File: src/rtl/peripheral_dbg_pu_or1k_jsp_arbiter.sv
// ---------------------------------------------------------------------------
// peripheral_dbg_pu_or1k_jsp_arbiter
//
// Shares one JSP WishBone slave (16550-style JTAG serial port BIU) among
// NUM_MASTERS CPU data ports. One master owns the slave for a whole WB cycle
// (cyc held high). Arbitration is round-robin between cycles. A bus-hang
// timer terminates a stalled access with an error. The JSP interrupt is
// routed to the core that last wrote the TX FIFO byte.
//
// Ports
//   wb_clk_i, wb_rst_i          clock; asynchronous active-high reset
//   m_adr_i/m_dat_i/m_sel_i/
//   m_we_i/m_cyc_i/m_stb_i/
//   m_cti_i/m_bte_i             packed master requests, master i at slice i
//   m_dat_o                     read data, shared by all masters
//   m_ack_o/m_err_o/m_int_o     per-master ack, error and JSP interrupt
//   s_*_o                       request towards the JSP slave
//   s_dat_i/s_ack_i/s_err_i/
//   s_int_i                     slave response and interrupt
// ---------------------------------------------------------------------------
module peripheral_dbg_pu_or1k_jsp_arbiter #(
  parameter int NUM_MASTERS = 4,
  parameter int TIMEOUT     = 255
) (
  input  logic                      wb_clk_i,
  input  logic                      wb_rst_i,
  input  logic [NUM_MASTERS*32-1:0] m_adr_i,
  input  logic [NUM_MASTERS*32-1:0] m_dat_i,
  input  logic [NUM_MASTERS*4-1:0]  m_sel_i,
  input  logic [NUM_MASTERS-1:0]    m_we_i,
  input  logic [NUM_MASTERS-1:0]    m_cyc_i,
  input  logic [NUM_MASTERS-1:0]    m_stb_i,
  input  logic [NUM_MASTERS*3-1:0]  m_cti_i,
  input  logic [NUM_MASTERS*2-1:0]  m_bte_i,
  output logic [31:0]               m_dat_o,
  output logic [NUM_MASTERS-1:0]    m_ack_o,
  output logic [NUM_MASTERS-1:0]    m_err_o,
  output logic [NUM_MASTERS-1:0]    m_int_o,
  output logic [31:0]               s_adr_o,
  output logic [31:0]               s_dat_o,
  output logic [3:0]                s_sel_o,
  output logic                      s_we_o,
  output logic                      s_cyc_o,
  output logic                      s_stb_o,
  output logic [2:0]                s_cti_o,
  output logic [1:0]                s_bte_o,
  input  logic [31:0]               s_dat_i,
  input  logic                      s_ack_i,
  input  logic                      s_err_i,
  input  logic                      s_int_i
);

  localparam int GW = (NUM_MASTERS > 1) ? $clog2(NUM_MASTERS) : 1;
  localparam int TW = $clog2(TIMEOUT + 1);
  localparam logic [TW-1:0] TIMER_LAST = TW'(TIMEOUT - 1);
  localparam logic [GW-1:0] LAST_MASTER = GW'(NUM_MASTERS - 1);

  typedef enum logic [1:0] {IDLE, BUSY, ABORT} state_t;

  state_t          state_reg, state_next;
  logic [GW-1:0]   grant_reg, grant_next;
  logic [GW-1:0]   rr_ptr_reg, rr_ptr_next;
  logic [GW-1:0]   owner_reg, owner_next;
  logic            owner_valid_reg, owner_valid_next;
  logic [TW-1:0]   timer_reg, timer_next;

  logic [NUM_MASTERS-1:0] req;
  logic [GW-1:0]          pick_idx;
  logic [GW-1:0]          grant_inc;

  // Signals of the currently granted master
  logic [31:0] g_adr, g_dat;
  logic [3:0]  g_sel;
  logic [2:0]  g_cti;
  logic [1:0]  g_bte;
  logic        g_we, g_cyc, g_stb;

  genvar gi;
  generate
    for (gi = 0; gi < NUM_MASTERS; gi++) begin : g_master
      assign req[gi]     = m_cyc_i[gi] & m_stb_i[gi];
      // Interrupt goes only to the core that last fed the TX FIFO
      assign m_int_o[gi] = s_int_i & owner_valid_reg & (owner_reg == GW'(gi));
    end
  endgenerate

  always_comb begin
    g_adr = m_adr_i[32*int'(grant_reg) +: 32];
    g_dat = m_dat_i[32*int'(grant_reg) +: 32];
    g_sel = m_sel_i[4*int'(grant_reg) +: 4];
    g_cti = m_cti_i[3*int'(grant_reg) +: 3];
    g_bte = m_bte_i[2*int'(grant_reg) +: 2];
    g_we  = m_we_i[grant_reg];
    g_cyc = m_cyc_i[grant_reg];
    g_stb = m_stb_i[grant_reg];
  end

  // First requester at or after rr_ptr. Walking the offsets downwards lets
  // the smallest offset overwrite the others, so it wins.
  always_comb begin
    int pos;
    pick_idx = '0;
    pos      = 0;
    for (int k = NUM_MASTERS - 1; k >= 0; k--) begin
      pos = int'(rr_ptr_reg) + k;
      if (pos >= NUM_MASTERS) pos = pos - NUM_MASTERS;
      if (req[pos]) pick_idx = GW'(pos);
    end
  end

  assign grant_inc = (grant_reg == LAST_MASTER) ? '0 : grant_reg + 1'b1;

  always_ff @(posedge wb_clk_i or posedge wb_rst_i) begin
    if (wb_rst_i) begin
      state_reg       <= IDLE;
      grant_reg       <= '0;
      rr_ptr_reg      <= '0;
      owner_reg       <= '0;
      owner_valid_reg <= 1'b0;
      timer_reg       <= '0;
    end else begin
      state_reg       <= state_next;
      grant_reg       <= grant_next;
      rr_ptr_reg      <= rr_ptr_next;
      owner_reg       <= owner_next;
      owner_valid_reg <= owner_valid_next;
      timer_reg       <= timer_next;
    end
  end

  always_comb begin
    state_next       = state_reg;
    grant_next       = grant_reg;
    rr_ptr_next      = rr_ptr_reg;
    owner_next       = owner_reg;
    owner_valid_next = owner_valid_reg;
    timer_next       = '0;
    s_adr_o = '0;
    s_dat_o = '0;
    s_sel_o = '0;
    s_we_o  = 1'b0;
    s_cyc_o = 1'b0;
    s_stb_o = 1'b0;
    s_cti_o = '0;
    s_bte_o = '0;
    m_dat_o = '0;
    m_ack_o = '0;
    m_err_o = '0;

    unique case (state_reg)
      IDLE: begin
        if (|req) begin
          grant_next = pick_idx;
          state_next = BUSY;
        end
      end

      BUSY: begin
        s_adr_o = g_adr;
        s_dat_o = g_dat;
        s_sel_o = g_sel;
        s_we_o  = g_we;
        s_cyc_o = g_cyc;
        s_stb_o = g_stb;
        s_cti_o = g_cti;
        s_bte_o = g_bte;
        m_dat_o = s_dat_i;
        m_ack_o[grant_reg] = s_ack_i;
        m_err_o[grant_reg] = s_err_i;

        if (!g_cyc) begin
          // End of the master's cycle: release and move the pointer past it
          state_next  = IDLE;
          rr_ptr_next = grant_inc;
        end else if (s_ack_i || s_err_i) begin
          // A response restarts the hang timer; ack beats a terminal count
          if (s_ack_i && g_stb && g_we && !g_adr[2] && g_sel[3]) begin
            owner_next       = grant_reg;
            owner_valid_next = 1'b1;
          end
        end else if (g_stb) begin
          if (timer_reg == TIMER_LAST) begin
            m_err_o[grant_reg] = 1'b1;
            state_next         = ABORT;
          end else begin
            timer_next = timer_reg + 1'b1;
          end
        end else begin
          // Cycle held without strobe: the timer pauses
          timer_next = timer_reg;
        end
      end

      ABORT: begin
        // Slave is disconnected; wait for the master to abandon its cycle
        if (!g_cyc) begin
          state_next  = IDLE;
          rr_ptr_next = grant_inc;
        end
      end

      default: state_next = IDLE;
    endcase
  end

endmodule
File: config.mk
export PLATFORM = sky130hd
export DESIGN_NAME = peripheral_dbg_pu_or1k_jsp_arbiter
export DESIGN_NICKNAME = d
export VERILOG_FILES = /design/src/rtl/peripheral_dbg_pu_or1k_jsp_arbiter.sv
export SDC_FILE = /design/constraint.sdc
export NUM_CORES = 1
export LEC_CHECK = 0
export BUFFER_PORTS_ARGS = -buffer_cell sky130_fd_sc_hd__buf_4
export CAP_MARGIN = 20
export CORE_AREA = 2 2 181 183
export DETAILED_ROUTE_END_ITERATION = 10
export DIE_AREA = 0 0 183 185
export SLEW_MARGIN = 15
export SYNTH_ARGS = -nofsm -noshare
export SYNTH_HDL_FRONTEND = slang
export SYNTH_SLANG_ARGS = --single-unit
File: constraint.sdc
create_clock -name wb_clk_i -period 2.7 [get_ports wb_clk_i]
set_clock_uncertainty 0.2 [all_clocks]
set_input_delay 0.675 -clock wb_clk_i [delete_from_list [all_inputs] [get_ports wb_clk_i]]
set_output_delay 0.675 -clock wb_clk_i [all_outputs]
set_load 0.01 [all_outputs]
# ---- Yosys cells after proc, flatten, opt, wreduce, memory -nomap -nowiden
# Index checks and enable logic that the tools add are counted.
dict set report classes {
  n_bitwise 13
  eq_ne 13
  n_addsub 9
  order_cmp 10
  n_reduce_logical 15
  shift 5
  n_mux 56
  multipliers 1
}
# cell count
set ops {}
lappend ops {{$shiftx 128x8->32} 2}
lappend ops {{$mux 32} 7}
lappend ops {{$lt 32x4->1 const B} 4}
lappend ops {{$mux 8} 5}
lappend ops {{$mux 4} 7}
lappend ops {{$mux 2} 12}
lappend ops {{$shiftx 16x5->4} 1}
lappend ops {{$mux 1} 15}
lappend ops {{$bmux 1 s2} 7}
lappend ops {{$shiftx 12x5->3} 1}
lappend ops {{$sub 3x3->4 const B} 3}
lappend ops {{$and 1x1->1} 9}
lappend ops {{$ge 3x3->1 const B} 3}
lappend ops {{$ne 3x3->1 const B} 3}
lappend ops {{$add 8x1->8 const B} 1}
lappend ops {{$and 4x4->4} 2}
lappend ops {{$eq 2x2->1 const B} 4}
lappend ops {{$eq 8x8->1 const B} 1}
lappend ops {{$shiftx 8x4->2} 1}
lappend ops {{$add 2x2->3 const B} 2}
lappend ops {{$pmux 2 s3} 1}
lappend ops {{$logic_and 1x1->1} 5}
lappend ops {{$reduce_and 5->1} 1}
lappend ops {{$eq 2x1->1 const B} 2}
lappend ops {{20 further kinds} 23}
dict set report word_totals {
  out_inout_bits 120
  ff_bits 17
  in_bits 341
}

# ---- Logic depth before layout (Yosys ltp)
# Gate-level depths: netlist (run 1).
dict set report logic_depth {
  ltp_word 11
  mapped_depth 7
  ltp_nobuf 6
}

# ---- Worst setup path before layout (run 1)
# OpenSTA, ideal clock, no wires.
dict set report synth_timing {
  kind {register to output}
  from {register grant_reg[0]}
  to {output s_adr_o[0]}
  path_buffers 3
  arrival_ns 1.763
  slack_ns 0.062
  path_stages_with_launch 6
  path_cell_list {dfrtp_1 > buf_6 > buf_2 > buf_2 > mux4_2 > and2_1}
}
dict set report synth_between {
  elab_chain_len 2
}
# element line_no
set synth_rtl {}
lappend synth_rtl {{start, declared} 61} ;# logic [GW-1:0] grant_reg, grant_next;
lappend synth_rtl {{start signal, assigned} 123} ;# grant_reg <= grant_next;
lappend synth_rtl {{$shiftx 128x8->32} 88} ;# g_adr = m_adr_i[32*int'(grant_reg) +: 32];
lappend synth_rtl {{$mux 32} 150} ;# unique case (state_reg)
lappend synth_rtl {{end, declared} 39} ;# output logic [31:0] s_adr_o,
# Every way passes these cells.

# ---- Worst setup path in the final report (run 1)
dict set report layout_timing {
  from {register grant_reg[0]}
  to {output s_sel_o[2]}
}
dict set report layout_between {
  elab_chain_len 2
}
# element line_no
set layout_rtl {}
lappend layout_rtl {{$shiftx 16x5->4} 90} ;# g_sel = m_sel_i[4*int'(grant_reg) +: 4];
lappend layout_rtl {{$mux 4} 150}
lappend layout_rtl {{end, declared} 41} ;# output logic [3:0] s_sel_o,
# Every way passes these cells.

==> results of run 1 <==
[stage by stage]
stage / power (mW) / TNS, ns / util
finish: 6.67 / -3.91 / 0.262
global placement: 5.63 / -0.973 / 0.246
detailed placement: 5.68 / -0.880 / 0.246
global route: 7.09 / -8.68 / 0.262
floorplan: 3.08 / 0 / -
CTS: 6.50 / -5.65 / 0.257
[worst max-delay path by stage]
| stage | from | end | slack, ns | cells past startpoint |
|---|---|---|---|---|
| finish | grant_reg[0] | s_sel_o[2] | -0.10 | 5 |
| global route | grant_reg[0] | s_dat_o[4] | -0.16 | 5 |
| CTS | grant_reg[0] | m_err_o[3] | -0.14 | 5 |
| detailed placement | m_stb_i[3] | m_err_o[0] | -0.22 | 6 |
| global placement | m_stb_i[3] | m_err_o[0] | -0.25 | 6 |
| floorplan | grant_reg[0] | s_adr_o[0] | 0.06 | 5 |
[final cells by class]
cell class | count | area, sq um | area share
diodes | 3 | 7.51 | 0.000893
clock buffers | 3 | 75.1 | 0.00893
clock inverters | 1 | 5.00 | 0.000595
inverters | 9 | 33.8 | 0.00402
multi-input cells | 280 | 3210 | 0.382
flip-flops and latches | 17 | 433 | 0.0515
well taps | 408 | 510 | 0.0607
repair buffers | 505 | 4130 | 0.492
[layout by cell type (no fill, tap or decap), types with 2 or more instances in the layout]
cell type	instances
a22oi_1	2
nand2b_1	4
nand3_1	6
dfrtp_1	15
buf_12	6
nor3_1	2
and2_1	79
nand4_1	2
diode_2	3
buf_6	40
buf_16	5
a21oi_1	7
dfrtp_4	2
inv_1	9
mux2_2	3
mux4_2	76
and3_1	5
nand2_2	2
clkbuf_16	4
o31ai_1	2
and3b_1	4
or2_2	2
buf_4	453
nand3b_1	2
ha_1	9
nor3b_1	3
and2_4	28
a31oi_1	9
nand2_1	11
[critical path: stages (launching register included)]
cell	delay, ns
dfrtp_4	0.49
buf_12	0.18
buf_4	0.17
mux4_2	0.51
and2_1	0.18
buf_4	0.14
[what timing repair did]
action,4_1_cts,5_1_grt
pin swaps,2,0
setup endpoints to repair,70,78
setup buffers,8,3
endpoints found under the hold margin,0,0
resized for setup,44,37
cloned,2,1
[logic make-up (layout without fill, tap and decap cells)]
kind of cell             count (synthesis)  count (layout)  share of synthesized area
AO/OA/AOI/OAI                           33              33                     0.0659
adder cells (fa/ha/maj)                 10              10                     0.0338
buffers and inverters                   41             518                     0.0476
flip-flops                              17              17                      0.115
multiplexers                            80              80                      0.475
other                                    0               3                          0
AND/OR/NAND/NOR                        157             157                      0.263
[metal layers]
| metal | part of all wire | up-vias |
|---|---|---|
| met3 | 0.072 | 26 |
| met1 | 0.39 | 2365 |
| li1 | - | 2275 |
| met4 | 0.029 | 4 |
| met2 | 0.51 | 264 |
| met5 | 0.0018 | - |
[where the power goes]
group,total [mW],switching [mW],internal [mW]
registers,0.408,0.0878,0.320
logic,5.95,2.49,3.46
clock network,0.305,0.106,0.199
total,6.67,2.68,3.98
==> flow_summary.ini, run 1 <==
[min_path]
hold_class = register to register
hold_path_end = owner_valid_reg
worstHoldPathCells = 1
worstHoldStart = owner_valid_reg

[yosys]
synth_nets = 689
netlist_top_cells_area = mux4_2, and2_1, dfrtp_1
synth-edff-count = 0
yosysTopAreaCell = mux4_2
synth_top_area_frac = 0.462
synth_area_sq_mm = 0.00370
synth_most_common_cell = and2_1
yosysSeqAreaShare = 0.115
synth_cell_type_count = 45
syn_area_per_cell_sq_um = 11.0
yosysWarnings = 0
synth_common_cells = and2_1, mux4_2, clkbuf_1
syn_inst = 338
synth_ff_type = dfrtp_1
synth-async-reset-ratio = 1.00
synth_seq_cells = 17

[clock_network]
clkSinkCount = 17
clk_pin_slew_ns = 0.05
cts_hold_repair.buffers = 0
clkLatencyLatePin_ns = 0.25
cts_tree = yes
cts-buffers-inserted = 3
cts_root_buffer = clkbuf_16
cts_max_path_buffers = 2
cts_htree_levels = 1

[sta]
period_share = 1.04
slew_violations = 0
whs_ns = 0.293
fmax_mhz = 357
rsz0062_at_grt = true
worst_slew_pin_slew_ns = 0.714
hold_violations = 0
layout_setup_ws_ns = -0.104
relSlewSlack = 0.523
layout_min_cycle_time_ns = 2.80
setup_viol = 74

[placement]
io_buffer_count = 460
dpl.cell_count = 1206
dp_hpwl_mm = 19.8
placed_area_sq_mm = 0.00789
place.gp.congestion = 0.868
pre_cts_ws_ns = -0.221

[run_status]
violations = setup timing
status = finished, violations left

[setup_path]
reg2reg_depth = 5
critPathArrivalTime_ns = 1.93
cp-end-kind = output pin
reg2reg_to = owner_reg[0]
rr_startpoint = grant_reg[0]
crit_fanout = 13
cp-start-kind = register
crit_type = register to output pin
r2r_setup_slack_ns = 0.25
crit_required_ns = 1.82

[global_routing]
grtUsageMet3 = 0.0303
busiest_layer = met2
grt_pass1_wl_mm = 32.1
grt_pass1_vias = 5129
grt_max_degree = 65
grt.overflow.total = 0
met1_usage = 0.155
grt_usage = 0.125
use_met2 = 0.215
antenna_found_initial = 3

[drt]
detail_route.drc_violations = 0
dr.pass1.iters = 4
vias_per_cell = 4.02
wire_per_inst_microns = 18.8
drt_iter0_markers = 168
num_vias = 4934
wirelength_mm = 23.0
drtAntennaViolNets = 0

[floorplanning]
dieArea_sq_mm = 0.0339
fp-row-count = 66
die_h_microns = 185
initial_core_util = 0.116
coreArea_sq_mm = 0.0320
dieWidth_microns = 183
pin_count = 461

[cells_and_area]
fill_cells = 3424
area_growth_pct = 127
final_cells = 1226
post-route-cell-area_sq_mm = 0.00841
largest_reg_flops = 8
nets = 1167
drive_gt1_frac = 0.774

[power]
ir_worst_vdd_v = 0.000371
p_leak_nw = 3.94
p_per_area_mw_per_mm2 = 793

[flow_run]
drv_cap = 0
(Power assumes the default switching activity.)
==> inputs of run 2 (changes only) <==
--- a/config.mk
+++ b/config.mk
@@ -10,6 +10,7 @@
 export CORE_AREA = 2 2 181 183
 export DETAILED_ROUTE_END_ITERATION = 10
 export DIE_AREA = 0 0 183 185
+export RECOVER_POWER = 25
 export SLEW_MARGIN = 15
 export SYNTH_ARGS = -nofsm -noshare
 export SYNTH_HDL_FRONTEND = slang
==> run 2 against run 1 <==
The run still ends with setup timing left; routed wire length is essentially flat; hold slack is essentially flat; clock power is essentially flat; largest power group unchanged; clock-buffer cell count is the same; critical endpoint unchanged; sequential share of layout area is essentially flat.
==> flow_summary.ini, run 2 (synthesis gave the netlist of run 1 again) <==
[global_routing]
grt.overflow.total = 0
grt_usage = 0.125
grt_pass1_wl_mm = 32.1
antenna_found_initial = 3
grt_pass1_vias = 5129
grt_max_degree = 65

[drt]
wire_per_inst_microns = 18.8
drt_iter0_markers = 166
dr.pass1.iters = 4
wirelength_mm = 23.0
drtAntennaViolNets = 0
vias_per_cell = 4.02
detail_route.drc_violations = 0
num_vias = 4921

[sta]
setup_viol = 74
relSlewSlack = 0.523
layout_min_cycle_time_ns = 2.80
rsz0062_at_grt = true
layout_setup_ws_ns = -0.101
fmax_mhz = 357
hold_violations = 0
slew_violations = 0
period_share = 1.04
worst_slew_pin_slew_ns = 0.714

[setup_path]
critPathArrivalTime_ns = 1.93
critPathCapture = s_sel_o[2]
rr_startpoint = grant_reg[0]
cp-start-kind = register
startpoint = grant_reg[0]
cp_common_cell = buf_4
r2r_setup_slack_ns = 0.25
crit_required_ns = 1.82
reg2reg_depth = 5
path_cells = buf_12, buf_4, mux4_2, and2_1, buf_4
cpPeakStageDelay_ns = 0.51
crit_type = register to output pin
reg2reg_to = owner_reg[0]
cp_slowest_cell = mux4_2
crit_fanout = 13
cp-end-kind = output pin

[floorplanning]
pin_count = 461
fp-row-count = 66
initial_core_util = 0.116
coreArea_sq_mm = 0.0320
dieWidth_microns = 183
dieArea_sq_mm = 0.0339
die_h_microns = 185

[placement]
io_buffer_count = 460
dpl.cell_count = 1206
place.gp.congestion = 0.868
pre_cts_ws_ns = -0.221
dp_hpwl_mm = 19.8

[flow_run]
drv_cap = 0

[power]
ir_worst_vdd_v = 0.000371
p_total_mw = 6.66
p_leak_nw = 3.94
p_per_area_mw_per_mm2 = 793

[run_status]
violations = setup timing
status = finished, violations left

[clock_network]
clkLatencyLatePin_ns = 0.25
cts-buffers-inserted = 3
cts_root_buffer = clkbuf_16
cts_max_path_buffers = 2
cts_htree_levels = 1
cts_tree = yes
clk_pin_slew_ns = 0.05
clkSinkCount = 17

[min_path]
hold_class = register to register
worstHoldPathCells = 1

[cells_and_area]
multiInputGateArea_sq_mm = 0.00321
final_common_cell = buf_4
area_growth_pct = 127
layout_common_cells = buf_4, and2_1, mux4_2
final_cells = 1225
nets = 1167
seqCellArea_sq_um = 433
drive_gt1_frac = 0.773
fill_cells = 3424
largest_reg_flops = 8
## run 2: power breakdown
group	internal, mW	switching, mW	total, mW
combinational	3.46	2.49	5.95
sequential	0.320	0.0879	0.408
clock	0.198	0.104	0.302
## run 2: routing by layer
layer / share of wire / GRT usage
met1: 0.39 / 0.155
met2: 0.51 / 0.215
met3: 0.073 / 0.0303
met4: 0.025 / 0.0384
met5: 0.0018 / 0.00444
## run 2: area by class of cell
cell class / instances / share of cell area
antenna: 2 / 0.000596
clock buffer: 3 / 0.00894
clock inverter: 1 / 0.000596
multi-input combinational: 280 / 0.382
tap: 408 / 0.0608
timing repair buffer: 505 / 0.492
inverter: 9 / 0.00402
sequential: 17 / 0.0515
## run 2: worst min path at each step
stage,start,endpoint,slack (ns)
floorplan,timer_reg[7],timer_reg[7],0.25
global placement,owner_valid_reg,owner_valid_reg,0.28
detailed placement,owner_valid_reg,owner_valid_reg,0.28
CTS,owner_valid_reg,owner_valid_reg,0.29
global route,owner_valid_reg,owner_valid_reg,0.32
finish,owner_valid_reg,owner_valid_reg,0.29
## run 2: timing repair
action | in CTS | in global routing
endpoints found under the setup margin | 70 | 78
pin swaps | 2 | 0
buffers inserted | 8 | 3
gates cloned | 2 | 1
gates resized for setup | 44 | 37
hold buffers | 0 | 0
hold endpoints to repair | 0 | 0
## run 2: per-stage QoR
step                      setup TNS [ns]  utilization  area, sq um  hold WS [ns]
after floorplan                        0            -         3700         0.251
after global placement            -0.973        0.246         7890         0.276
after detailed placement          -0.880        0.246         7890         0.276
after CTS                          -5.65        0.257         8240         0.291
after global routing               -8.68        0.262         8400         0.321
final                              -3.79        0.262         8400         0.293
## run 2: worst max-delay path: cells and delay by family, from the launching register on
kind,cells,cell delay [ns]
and+or+nand+nor,1,0.18
buffers and inverters,3,0.49
DFF,1,0.49
muxes,1,0.51
